$ cat src/rtl/axi_stream_remove_header.sv
// Strips a 1..DATA_BYTE_WD byte header from the front of an AXI-Stream packet onto a
// side channel and re-aligns the remaining payload to the MSB lane of beat 0.
module axi_stream_remove_header #(
   parameter int DATA_WD      = 32,
   parameter int DATA_BYTE_WD = DATA_WD / 8,
   parameter int BYTE_CNT_WD  = $clog2(DATA_BYTE_WD)
) (
   input  logic                    clk,
   input  logic                    rst_n,
   input  logic                    valid_cfg,
   output logic                    ready_cfg,
   input  logic [BYTE_CNT_WD-1:0]  byte_remove_cnt,
   input  logic                    valid_in,
   output logic                    ready_in,
   input  logic [DATA_WD-1:0]      data_in,
   input  logic [DATA_BYTE_WD-1:0] keep_in,
   input  logic                    last_in,
   output logic                    valid_out,
   input  logic                    ready_out,
   output logic [DATA_WD-1:0]      data_out,
   output logic [DATA_BYTE_WD-1:0] keep_out,
   output logic                    last_out,
   output logic                    valid_hdr,
   input  logic                    ready_hdr,
   output logic [DATA_WD-1:0]      data_hdr,
   output logic [DATA_BYTE_WD-1:0] keep_hdr
);

   // Counts must hold R+n, which can reach 2*DATA_BYTE_WD.
   localparam int CNT_W = BYTE_CNT_WD + 2;
   localparam logic [CNT_W-1:0] BYTES_C = CNT_W'(DATA_BYTE_WD);

   localparam logic [1:0] S_IDLE  = 2'd0;
   localparam logic [1:0] S_HDR   = 2'd1;
   localparam logic [1:0] S_BODY  = 2'd2;
   localparam logic [1:0] S_FLUSH = 2'd3;

   function automatic logic [CNT_W-1:0] f_popcnt(input logic [DATA_BYTE_WD-1:0] k);
      logic [CNT_W-1:0] c;
      c = '0;
      for (int i = 0; i < DATA_BYTE_WD; i++) c = c + CNT_W'(k[i]);
      return c;
   endfunction

   function automatic logic [DATA_WD-1:0] f_byte_mask(input logic [DATA_BYTE_WD-1:0] k);
      logic [DATA_WD-1:0] m;
      for (int i = 0; i < DATA_BYTE_WD; i++) m[8*i +: 8] = {8{k[i]}};
      return m;
   endfunction

   function automatic logic [DATA_BYTE_WD-1:0] f_keep_msb(input logic [CNT_W-1:0] n);
      return ~({DATA_BYTE_WD{1'b1}} >> n);
   endfunction

   logic [1:0]              r_state;
   logic [CNT_W-1:0]        r_hdr_len;
   logic [DATA_WD-1:0]      r_res;
   logic [DATA_BYTE_WD-1:0] r_res_keep;

   logic [CNT_W-1:0]        w_r;
   logic [CNT_W-1:0]        w_n;
   logic                    w_more;
   logic [DATA_WD-1:0]      w_data;
   logic [DATA_WD-1:0]      w_top;
   logic [DATA_WD-1:0]      w_low;
   logic                    w_out_free;
   logic                    w_hdr_free;
   logic                    w_in_hs;
   logic                    w_cfg_hs;

   // Invalid lanes are zeroed so they never leak into the residue or header.
   assign w_data     = data_in & f_byte_mask(keep_in);
   assign w_r        = BYTES_C - r_hdr_len;
   assign w_n        = f_popcnt(keep_in);
   assign w_more     = (w_n > r_hdr_len);
   assign w_top      = w_data >> (8 * w_r);
   assign w_low      = w_data << (8 * r_hdr_len);
   assign w_out_free = !valid_out || ready_out;
   assign w_hdr_free = !valid_hdr || ready_hdr;

   assign ready_cfg = rst_n && (r_state == S_IDLE);
   assign ready_in  = rst_n && (((r_state == S_BODY) && w_out_free) ||
                                ((r_state == S_HDR) && w_out_free && w_hdr_free));
   assign w_in_hs   = valid_in && ready_in;
   assign w_cfg_hs  = valid_cfg && ready_cfg;

   always_ff @(posedge clk) begin
      if (!rst_n) begin
         r_state    <= S_IDLE;
         r_hdr_len  <= '0;
         r_res      <= '0;
         r_res_keep <= '0;
         valid_out  <= 1'b0;
         data_out   <= '0;
         keep_out   <= '0;
         last_out   <= 1'b0;
         valid_hdr  <= 1'b0;
         data_hdr   <= '0;
         keep_hdr   <= '0;
      end else begin
         if (valid_out && ready_out) valid_out <= 1'b0;
         if (valid_hdr && ready_hdr) valid_hdr <= 1'b0;
         case (r_state)
            S_IDLE: begin
               if (w_cfg_hs) begin
                  r_hdr_len <= CNT_W'(byte_remove_cnt) + CNT_W'(1);
                  r_state   <= S_HDR;
               end
            end
            S_HDR: begin
               if (w_in_hs) begin
                  valid_hdr  <= 1'b1;
                  data_hdr   <= w_top;
                  // Short out-of-contract beats leave keep_hdr covering only the bytes present.
                  keep_hdr   <= keep_in >> w_r;
                  r_res      <= w_low;
                  r_res_keep <= f_keep_msb(w_n - r_hdr_len);
                  if (!last_in)    r_state <= S_BODY;
                  else if (w_more) r_state <= S_FLUSH;
                  else             r_state <= S_IDLE;
               end
            end
            S_BODY: begin
               if (w_in_hs) begin
                  valid_out  <= 1'b1;
                  data_out   <= r_res | w_top;
                  r_res      <= w_low;
                  r_res_keep <= f_keep_msb(w_n - r_hdr_len);
                  if (!last_in || w_more) begin
                     keep_out <= {DATA_BYTE_WD{1'b1}};
                     last_out <= 1'b0;
                     r_state  <= last_in ? S_FLUSH : S_BODY;
                  end else begin
                     keep_out <= f_keep_msb(w_r + w_n);
                     last_out <= 1'b1;
                     r_state  <= S_IDLE;
                  end
               end
            end
            S_FLUSH: begin
               if (w_out_free) begin
                  valid_out <= 1'b1;
                  data_out  <= r_res;
                  keep_out  <= r_res_keep;
                  last_out  <= 1'b1;
                  r_state   <= S_IDLE;
               end
            end
            default: r_state <= S_IDLE;
         endcase
      end
   end

endmodule

$ cat config.mk
export PLATFORM = sky130hd
export DESIGN_NAME = axi_stream_remove_header
export DESIGN_NICKNAME = d
export VERILOG_FILES = /design/src/rtl/axi_stream_remove_header.sv
export SDC_FILE = /design/constraint.sdc
export NUM_CORES = 1
export LEC_CHECK = 0
export CAP_MARGIN = 20
export CELL_PAD_IN_SITES_DETAIL_PLACEMENT = 1
export CELL_PAD_IN_SITES_GLOBAL_PLACEMENT = 1
export CORE_ASPECT_RATIO = 1.5
export CORE_MARGIN = 1
export CORE_UTILIZATION = 41
export DETAILED_ROUTE_END_ITERATION = 8
export PLACE_DENSITY = 0.87
export SYNTH_ARGS = -nofsm -noshare
export SYNTH_HDL_FRONTEND = slang
export SYNTH_SLANG_ARGS = --single-unit
export TNS_END_PERCENT = 100
$ cat constraint.sdc
create_clock -name clk -period 9.8 [get_ports clk]
set_clock_uncertainty 0.05 [all_clocks]
set_input_delay 2.45 -clock clk [delete_from_list [all_inputs] [get_ports clk]]
set_output_delay 2.45 -clock clk [all_outputs]
set_load 0.05 [all_outputs]
==> metrics.csv <==
stage,metric,value,unit
clocking,Root Buffer,clkbuf_16,
critical_path,CP Data Arrival Time,4110,ps
clocking,clk slew on worst S/H paths,60,ps
synth,Post-Syn Area,0.00590,sq mm
floorplanning,Core Box Area,0.0141,sq mm
cells_and_area,n_diodes,0,
drt,highest routed layer,met4,
synth,cell count after synthesis,744,
run,Max-cap violations,0,
critical_path,reg2reg setup slack,5630,ps
power_and_ir_drop,Max IR drop VDD,0.125,mV
sta,RSZ-0062 raised after global routing,false,
placement,Placer Congestion,0.907,
drt,metal3 WL,1030,microns
placement,Port Buffer Count,121,
sta,setup slack after layout,3190,ps
drt,met2 routed WL,11700,microns
sta,Max-Slew Margin vs Limit,28.2,%
drt,routed len/inst,21.8,microns
sta,setup TNS,0,ps
global_routing,GR Overflow Total,0,
clocking,CTS tree,done,
clocking,Clock Latency Late Sink,420,ps
synth,Synth Register Bits,116,
placement,DP Wirelength,15900,microns
drt,antenna-violating nets left,0,
critical_path,Worst setup SP type,primary input,
synth,"Seq/Total Area, Yosys",39.3,%
global_routing,first-pass GRT wire length,35200,microns
sta,"Slew Viols, Final",0,
sta,slew at the pin with the worst max-slew slack,1070,ps
cells_and_area,nets@finish,895,
synth,Mean Syn Cell Area,7.94,sq um
synth,Yosys warning count,0,
synth,share of the synthesized area in the top cell type,39.3,%
placement,Place WS,3190,ps
critical_path,RR Startpoint,r_hdr_len[1]$_SDFFE_PN0P_,
drt,Via density,6.12,
drt,TritonRoute pass-1 iters,5,
synth,most frequently used flop master after synthesis,dfxtp_1,
cells_and_area,Non-Filler Instances,1038,
sta,Final period util,67.5,%
floorplanning,row count,53,
floorplanning,die footprint,0.0149,sq mm
sta,endpoints failing hold,0,
global_routing,antenna violations before repair,0,
drt,Initial DRC Count,307,
sta,"Setup violations, final",0,
floorplanning,Die Span X,100,microns
critical_path,Crit Path Class,primary input to primary output,
cells_and_area,synth-to-layout area growth,31.6,%
critical_path,crit path to,ready_in,
synth,Post-synth EDFFs,0,
sta,crit path time final,6610,ps
cells_and_area,layout cells sized above 1,6.97,%
synth,"count leader, synth",dfxtp_1,
synth,"top cells by area, synth","dfxtp_1, a21oi_1, o21ai_0",
synth,ys async rst share,0,%
critical_path,worst-path fanout max,7,
power_and_ir_drop,Pleak,2.88,nW
clocking,Sink Count,116,
cells_and_area,filler instances,1699,
floorplanning,effective utilization at floorplan,42.0,%
floorplanning,io pins,122,
global_routing,Total Routing Usage GR,31.1,%
clocking,post-CTS sizing,0,
critical_path,R2R Path End,data_out[25]$_SDFFE_PN0P_,
clocking,# hold bufs at CTS,0,
placement,placed cell count,1005,
outcome,status,finished clean,
critical_path,Worst Setup SP,ready_out,
clocking,setup bufs post-CTS,0,
drt,total wire length,22700,microns
critical_path,R2R depth,7,
drt,DRC viols,0,
drt,M1 wire length,8520,microns
synth,Post-synth top cells,"dfxtp_1, a21oi_1, nand2_1, o21ai_0, nor2_1",
synth,Yosys top cell by area,dfxtp_1,
drt,routed via count,6349,
min_path,min-delay worst type,flop to flop,
clocking,clock buffer count from CTS,17,
synth,Netlist cell types,59,
power_and_ir_drop,Power Dens Cells,181,mW/mm^2
global_routing,largest net degree at the start of global routing,68,
critical_path,Worst Setup End Kind,primary output,
sta,highest clock rate,151,MHz
clocking,# H-tree levels,4,
synth,post-synthesis net count,806,
clocking,Longest Clk Path Bufs,2,
floorplanning,Die Height,149,microns
cells_and_area,final cell utilization of the core,55.3,%
critical_path,"Req. time, crit path",7300,ps
global_routing,vias in the first global route,6554,
[worst max-delay path, cell delays in order]
cell and delay, ps:
clkdlybuf4s50_1 460, nand2b_2 190, o2111a_1 210, clkdlybuf4s50_1 810
[how the worst min path moves through the flow]
stage          cells past startpoint  slack (ps)                 startpoint                        end
2_1_floorplan                      2         380      r_res[5]$_SDFFE_PN0P_      r_res[5]$_SDFFE_PN0P_
3_3_place_gp                       2         390     r_res[22]$_SDFFE_PN0P_     r_res[22]$_SDFFE_PN0P_
3_5_place_dp                       2         390  data_hdr[17]$_SDFFE_PN0P_  data_hdr[17]$_SDFFE_PN0P_
4_1_cts                            2         400  data_hdr[17]$_SDFFE_PN0P_  data_hdr[17]$_SDFFE_PN0P_
5_1_grt                            2         420  data_hdr[17]$_SDFFE_PN0P_  data_hdr[17]$_SDFFE_PN0P_
6_report                           2         400  data_hdr[17]$_SDFFE_PN0P_  data_hdr[17]$_SDFFE_PN0P_
[layout by cell type, fill, tap and decap left out, types with 4 or more instances in the layout]
| cell | synthesis | layout |
|---|---|---|
| a32oi_1 | 4 | 4 |
| or3_1 | 13 | 13 |
| clkdlybuf4s50_1 | 0 | 120 |
| nand2b_1 | 4 | 4 |
| inv_1 | 12 | 11 |
| nor2b_1 | 4 | 4 |
| clkbuf_16 | 0 | 17 |
| nor3_1 | 24 | 24 |
| a211oi_1 | 8 | 8 |
| ha_1 | 14 | 14 |
| nand2_1 | 83 | 83 |
| dfxtp_1 | 116 | 115 |
| a21boi_0 | 4 | 4 |
| a31oi_1 | 7 | 7 |
| nand3b_1 | 10 | 10 |
| clkinvlp_4 | 0 | 4 |
| nand4_1 | 6 | 6 |
| a22oi_1 | 14 | 14 |
| a221oi_1 | 9 | 9 |
| and3_1 | 6 | 6 |
| o211ai_1 | 5 | 5 |
| a21oi_1 | 88 | 88 |
| o21ai_0 | 70 | 69 |
| nor2_1 | 61 | 61 |
| o211a_1 | 12 | 12 |
| nand3_1 | 51 | 50 |
| a2bb2oi_1 | 4 | 4 |
| buf_4 | 0 | 10 |
| o2bb2ai_1 | 5 | 5 |
[registers in the layout (all words and copies together) (netlist names), 2 cells and up]
register / flops
r_res: 32
data_out: 32
r_hdr_len: 3
r_state: 2
data_hdr: 32
r_res_keep: 4
keep_hdr: 4
keep_out: 4
[where the power goes]
part           internal (mW)  switching, mW  leakage, nW  total, mW
Combinational         0.0895          0.180         1.66      0.270
Clock                  0.402          0.240        0.284      0.642
Sequential             0.483        0.00904        0.936      0.492
Total                  0.974          0.430         2.88       1.40
[logic make-up after synthesis]
| kind of cell | Yosys count | share of synthesized area, % |
|---|---|---|
| xor gates and xnor gates | 6 | 1.59 |
| buffers and inverters | 75 | 5.59 |
| muxes | 3 | 0.509 |
| AOI/OAI and AO/OA | 255 | 27.3 |
| adders and majority gates | 17 | 3.98 |
| DFF | 116 | 39.3 |
| and+or+nand+nor | 272 | 21.7 |
[through the flow]
stage	hold slack [ps]	cell area (sq um)	total power, mW
6_report	399	7770	1.40
4_1_cts	401	7760	1.41
2_1_floorplan	381	5900	0.670
3_3_place_gp	389	7150	0.752
3_5_place_dp	394	7150	0.764
5_1_grt	423	7770	1.45
[metal layers]
metal,GRT usage (%),up-vias
met4,22.6,0
met5,0,-
met2,54.1,262
met1,34.0,3133
li1,-,2867
met3,5.01,87
[layout make-up]
class	instances	area, sq um	share of cell area (%)
clock buffer	18	429	5.52
clock inverter	14	178	2.29
inverter	13	48.8	0.628
multi-input combinational	553	3260	42.0
sequential	116	2320	29.9
tap	192	240	3.09
timing repair buffer	132	1290	16.6
Power figures use the tool's default switching activity.
==> variant 1, RTL diff (same flow settings) <==
`DATA_WD`: 32 -> 16.
--- a/src/rtl/axi_stream_remove_header.sv
+++ b/src/rtl/axi_stream_remove_header.sv
@@ -3,3 +3,3 @@
 module axi_stream_remove_header #(
-   parameter int DATA_WD      = 32,
+   parameter int DATA_WD      = 16,
    parameter int DATA_BYTE_WD = DATA_WD / 8,
Ports: changed (7 resized); port bits go from 122 to 67. No check against the original RTL was run, so the function may have changed too.
==> variant 1 against the original RTL <==
  * Largest power group is now sequential cells
  * Total power shrank 59%
  * Routed wire length shrank 59%
  * Global-route usage shrank 5.8 points
  * Clock power shrank 67%
  * Synthesized cell count shrank 49%
  * The run now ends with DRC left
  * First-iteration DRC count shrank 24%
  * Register-to-register slack gained 1600 ps
  * Sequential cell count shrank 55
  * Final area shrank 51%
  * Area after synthesis shrank 50%
  * Worst setup slack lost 67 ps
  * Final cell count shrank 51%
  * Fmax shrank 1.0%
  * Utilization shrank 0.96 points
==> variant 1: results (changes against the original RTL) <==
outcome finished, violations left (was finished, final reports clean); violated checks DRC; top cells by count, synth nand3_1, dfxtp_1, nand2_1 (was dfxtp_1, a21oi_1, nand2_1); internal reg-to-reg setup slack 7270 ps (was 5630 ps); maximum vdd drop 0.0840 mV (was 0.125 mV); largest net degree at the start of global routing 74 (was 68); DP Wirelength 6310 um (was 15,900 um); multi-input logic area 1570 um^2 (was 3260 um^2); Inverters 6 (was 13); largest registers data_hdr: 16 flops, data_out: 16 flops, r_res: 16 flops (was data_hdr: 32 flops, data_out: 32 flops, r_res: 32 flops); drt total wl 9200 um (was 22,700 um); register area share after synthesis 41.2% (was 39.3%); Via-to-Cell Ratio 5.82 (was 6.12); RePlAce Congestion 0.833 (was 0.907); Mapped Nets 417 (was 806); port bufs 66 (was 121); Syn Area/Cell 7.81 um^2 (was 7.94 um^2); Initial DRT Pass Iterations 6 (was 5); Worst-Skew Late Latency 350 ps (was 420 ps); Reg area 1220 um^2 (was 2320 um^2); leakage 1.48 nW (was 2.88 nW); worst slew pin tran 1010 ps (was 1070 ps); period utilisation layout 68.2% (was 67.5%); drt wl/cell 18.0 um (was 21.8 um); fillers 856 (was 1,699); fin nets 466 (was 895); Num CTS Buffers 9 (was 17); H-tree levels 3 (was 4); clk tree area frac 4.91% (was 7.81%); GRT Total Usage 25.3% (was 31.1%); Setup WS pre-CTS 3120 ps (was 3190 ps); Crit path arrival time 4180 ps (was 4110 ps); part of the power in registers 45.0% (was 35.0%); buffer share of cell area 18.0% (was 16.6%); top post-synthesis cells by area dfxtp_1, nand3_1, nand2_1, a21oi_1, ha_1 (was dfxtp_1, a21oi_1, o21ai_0, nand2_1, nand3_1); count of plain and timing-repair buffers 69 (was 132); met2 Use GR 44.3% (was 54.1%); Multi-In Gates 281 (was 553); DR DRC count 5 (was 0); M3 GR Usage 5.69% (was 5.01%); hold slack 407 ps (was 399 ps); share of layout cells above drive strength 1 5.79% (was 6.97%); dpl cells 495 (was 1,005); DRT iter0 DRCs 233 (was 307); Clock power frac 36.7% (was 45.8%)
## variant 1: cell types whose count changed in the layout (fill, tap and decap cells not counted), sizes merged, moves of 27 or more
cell / unedited run / this run
a21oi: 88 / 33
nor2: 61 / 13
clkdlybuf4s50: 120 / 65
o21ai: 71 / 31
nand2: 83 / 56
dfxtp: 116 / 61
## variant 1: worst paths after layout
| path | startpoint | endpoint | cells past startpoint |
|---|---|---|---|
| worst max-delay path | ready_hdr | ready_in | 5 |
| worst min-delay path | data_hdr[11] | data_hdr[11] | 2 |
| worst max register to register | r_hdr_len[0] | data_hdr[13] | 6 |
| worst min register to register | data_hdr[11] | data_hdr[11] | 2 |
## variant 1: per-stage QoR
| step | total power [mW] | area [um^2] |
|---|---|---|
| final | 0.574 | 3770 |
| after global placement | 0.363 | 3590 |
| after detailed placement | 0.367 | 3590 |
| after CTS | 0.577 | 3770 |
| after global routing | 0.597 | 3770 |
| after floorplan | 0.331 | 2960 |
## variant 1: cells by family (layout without fill, tap and decap cells)
kind of cell / after synthesis / after routing / share of synthesized area [%]
buffers and inverters: 37 / 90 / 5.96
XOR/XNOR: 3 / 3 / 0.887
adder cells (fa/ha/maj): 12 / 12 / 5.07
AO/OA/AOI/OAI: 102 / 102 / 20.5
multiplexers: 1 / 1 / 0.380
AND/OR/NAND/NOR: 163 / 163 / 25.9
flip-flops: 61 / 61 / 41.2
## variant 1: worst register-to-register path: cells and delay by family, from the launching register on
family	cells	cell delay [ps]
buffers and inverters	1	90
and+or+nand+nor	4	1390
adders and majority gates	1	290
DFF	1	660
## variant 1: per-layer routing
| layer | vias up | wire (um) |
|---|---|---|
| li1 | 1423 | - |
| met1 | 1452 | 3700 |
| met2 | 72 | 4880 |
| met3 | 22 | 325 |
| met4 | 0 | 297 |
| met5 | - | 0 |
==> variant 2, RTL diff (same settings) <==
Without the edit above. Reset style: asynchronous (`rst_n`), changed in one clocked block.
--- a/src/rtl/axi_stream_remove_header.sv
+++ b/src/rtl/axi_stream_remove_header.sv
@@ -86,3 +86,3 @@
 
-   always_ff @(posedge clk) begin
+   always_ff @(posedge clk or negedge rst_n) begin
       if (!rst_n) begin
Check against the original RTL: differs if rst_n is asserted again (counterexample within 4 cycles, from zero or initial values and one cycle with rst_n low); with rst_n held inactive, the same outputs for 4 cycles.
==> variant 2 against the original RTL <==
  * Sequential share of layout area up 6.5 points
  * Sequential cell count unchanged
  * Register-to-register slack better by 750 ps
  * Final area up 2.7%
  * Worst setup slack worse by 25 ps
  * Fmax down 0.38%
  * Area after synthesis up 1.7%
  * Routed wire length down 5.4%
  * Global-route usage down 1.6 points
  * Non-clock buffer count down 4
Power is not compared: it rests on default switching activity, and its combinational part moved more than twofold at a synthesized area within 25%.
==> variant 2: results (changes against the original RTL) <==
CP max stage delay 810 ps (about the same); delay-heaviest family, CP buffers and inverters (unchanged); met1 usage 34.2% (was 34.0%); fillers 1,586 (was 1,699); GRT Total Usage 29.6% (was 31.1%); maximum vdd drop 0.212 mV; Via-to-Cell Ratio 5.97 (was 6.12); vias in the first global route 6,045 (was 6,554); Netlist cell types 52 (was 59); share of layout cells above drive strength 1 6.83% (was 6.97%); worst r2r path cells 8 (was 7); Root Buffer clkbuf_16 (unchanged); fin nets 810 (was 895); outcome finished, final reports clean (unchanged); Worst Hold Path EP r_res[31] (was data_hdr[17]); worst reg2reg path endpoint keep_out[3] (was data_out[25]); worst reg2reg path startpoint r_hdr_len[1] (unchanged); Pint 1.66 mW; synth warn 0 (unchanged); worst slew pin tran 1080 ps (was 1070 ps); met2 Use GR 52.8% (was 54.1%); RePlAce Congestion 0.916 (was 0.907); DP Wirelength 15,500 um (was 15,900 um); Synth area leader dfrtp_1 (was dfxtp_1); drt total wl 21,400 um (was 22,700 um); top post-synthesis cells by area dfrtp_1, nand2_1, o21ai_0, a21oi_1, o31ai_1 (was dfxtp_1, a21oi_1, o21ai_0, nand2_1, nand3_1); Worst-Skew Late Latency 420 ps (about the same); ANT cells 0 (unchanged); Crit Path Max Fanout 3 (was 7); M3 GR Usage 4.09% (was 5.01%); first-pass GRT wire length 33,300 um (was 35,200 um); top cells by count, synth dfrtp_1, nand2_1, o21ai_0 (was dfxtp_1, a21oi_1, nand2_1); largest net degree at the start of global routing 82 (was 68); DRT iter0 DRCs 444 (was 307); min-delay worst type flop to flop (unchanged); post-CTS setup repair buffer count 0 (unchanged); internal reg-to-reg setup slack 6380 ps (was 5630 ps); hold path startpoint r_res[31] (was data_hdr[17]); met2 wire len 11,100 um (was 11,700 um); met1 wire length 8380 um (was 8520 um); Mapped Nets 706 (was 806); register area share after synthesis 48.4% (was 39.3%); Hold Path Depth 1 (was 2); ys async rst share 100% (was 0%); Clock power frac 20.1%; met3 WL 941 um (was 1030 um)
-- variant 2: kinds of logic (layout without fill, tap and decap cells) --
group	Yosys count	in the layout	share of synthesized area, %
AOI/OAI and AO/OA	232	232	25.2
and+or+nand+nor	191	191	14.1
DFF	116	116	48.4
buffers and inverters	64	181	4.31
muxes	19	19	3.23
adders and majority gates	17	17	3.92
xor gates and xnor gates	5	5	0.855
-- variant 2: area by class of cell --
| class | instances | area (um^2) | area share, % |
|---|---|---|---|
| clock buffers | 18 | 439 | 5.50 |
| clock inverters | 14 | 175 | 2.19 |
| inverters | 21 | 78.8 | 0.987 |
| multi-input cells | 464 | 2860 | 35.8 |
| flip-flops and latches | 116 | 2900 | 36.4 |
| well taps | 192 | 240 | 3.01 |
| repair buffers | 128 | 1290 | 16.2 |
-- variant 2: metrics by stage --
| stage | instance area, um^2 | setup WS [ps] | std cells | hold slack (ps) |
|---|---|---|---|---|
| 2_1_floorplan | 6000 | 3980 | 644 | 391 |
| 3_3_place_gp | 7320 | 3200 | 919 | 411 |
| 3_5_place_dp | 7320 | 3150 | 919 | 416 |
| 4_1_cts | 7940 | 3140 | 951 | 430 |
| 5_1_grt | 7990 | 3110 | 953 | 448 |
| 6_report | 7990 | 3160 | 953 | 424 |
-- variant 2: how the worst max path moves through the flow --
| stage | cells after the start | to | from |
|---|---|---|---|
| 2_1_floorplan | 3 | ready_in | ready_out |
| 3_3_place_gp | 5 | ready_in | ready_hdr |
| 3_5_place_dp | 5 | ready_in | ready_out |
| 4_1_cts | 5 | ready_in | ready_out |
| 5_1_grt | 5 | ready_in | ready_hdr |
| 6_report | 5 | ready_in | ready_out |
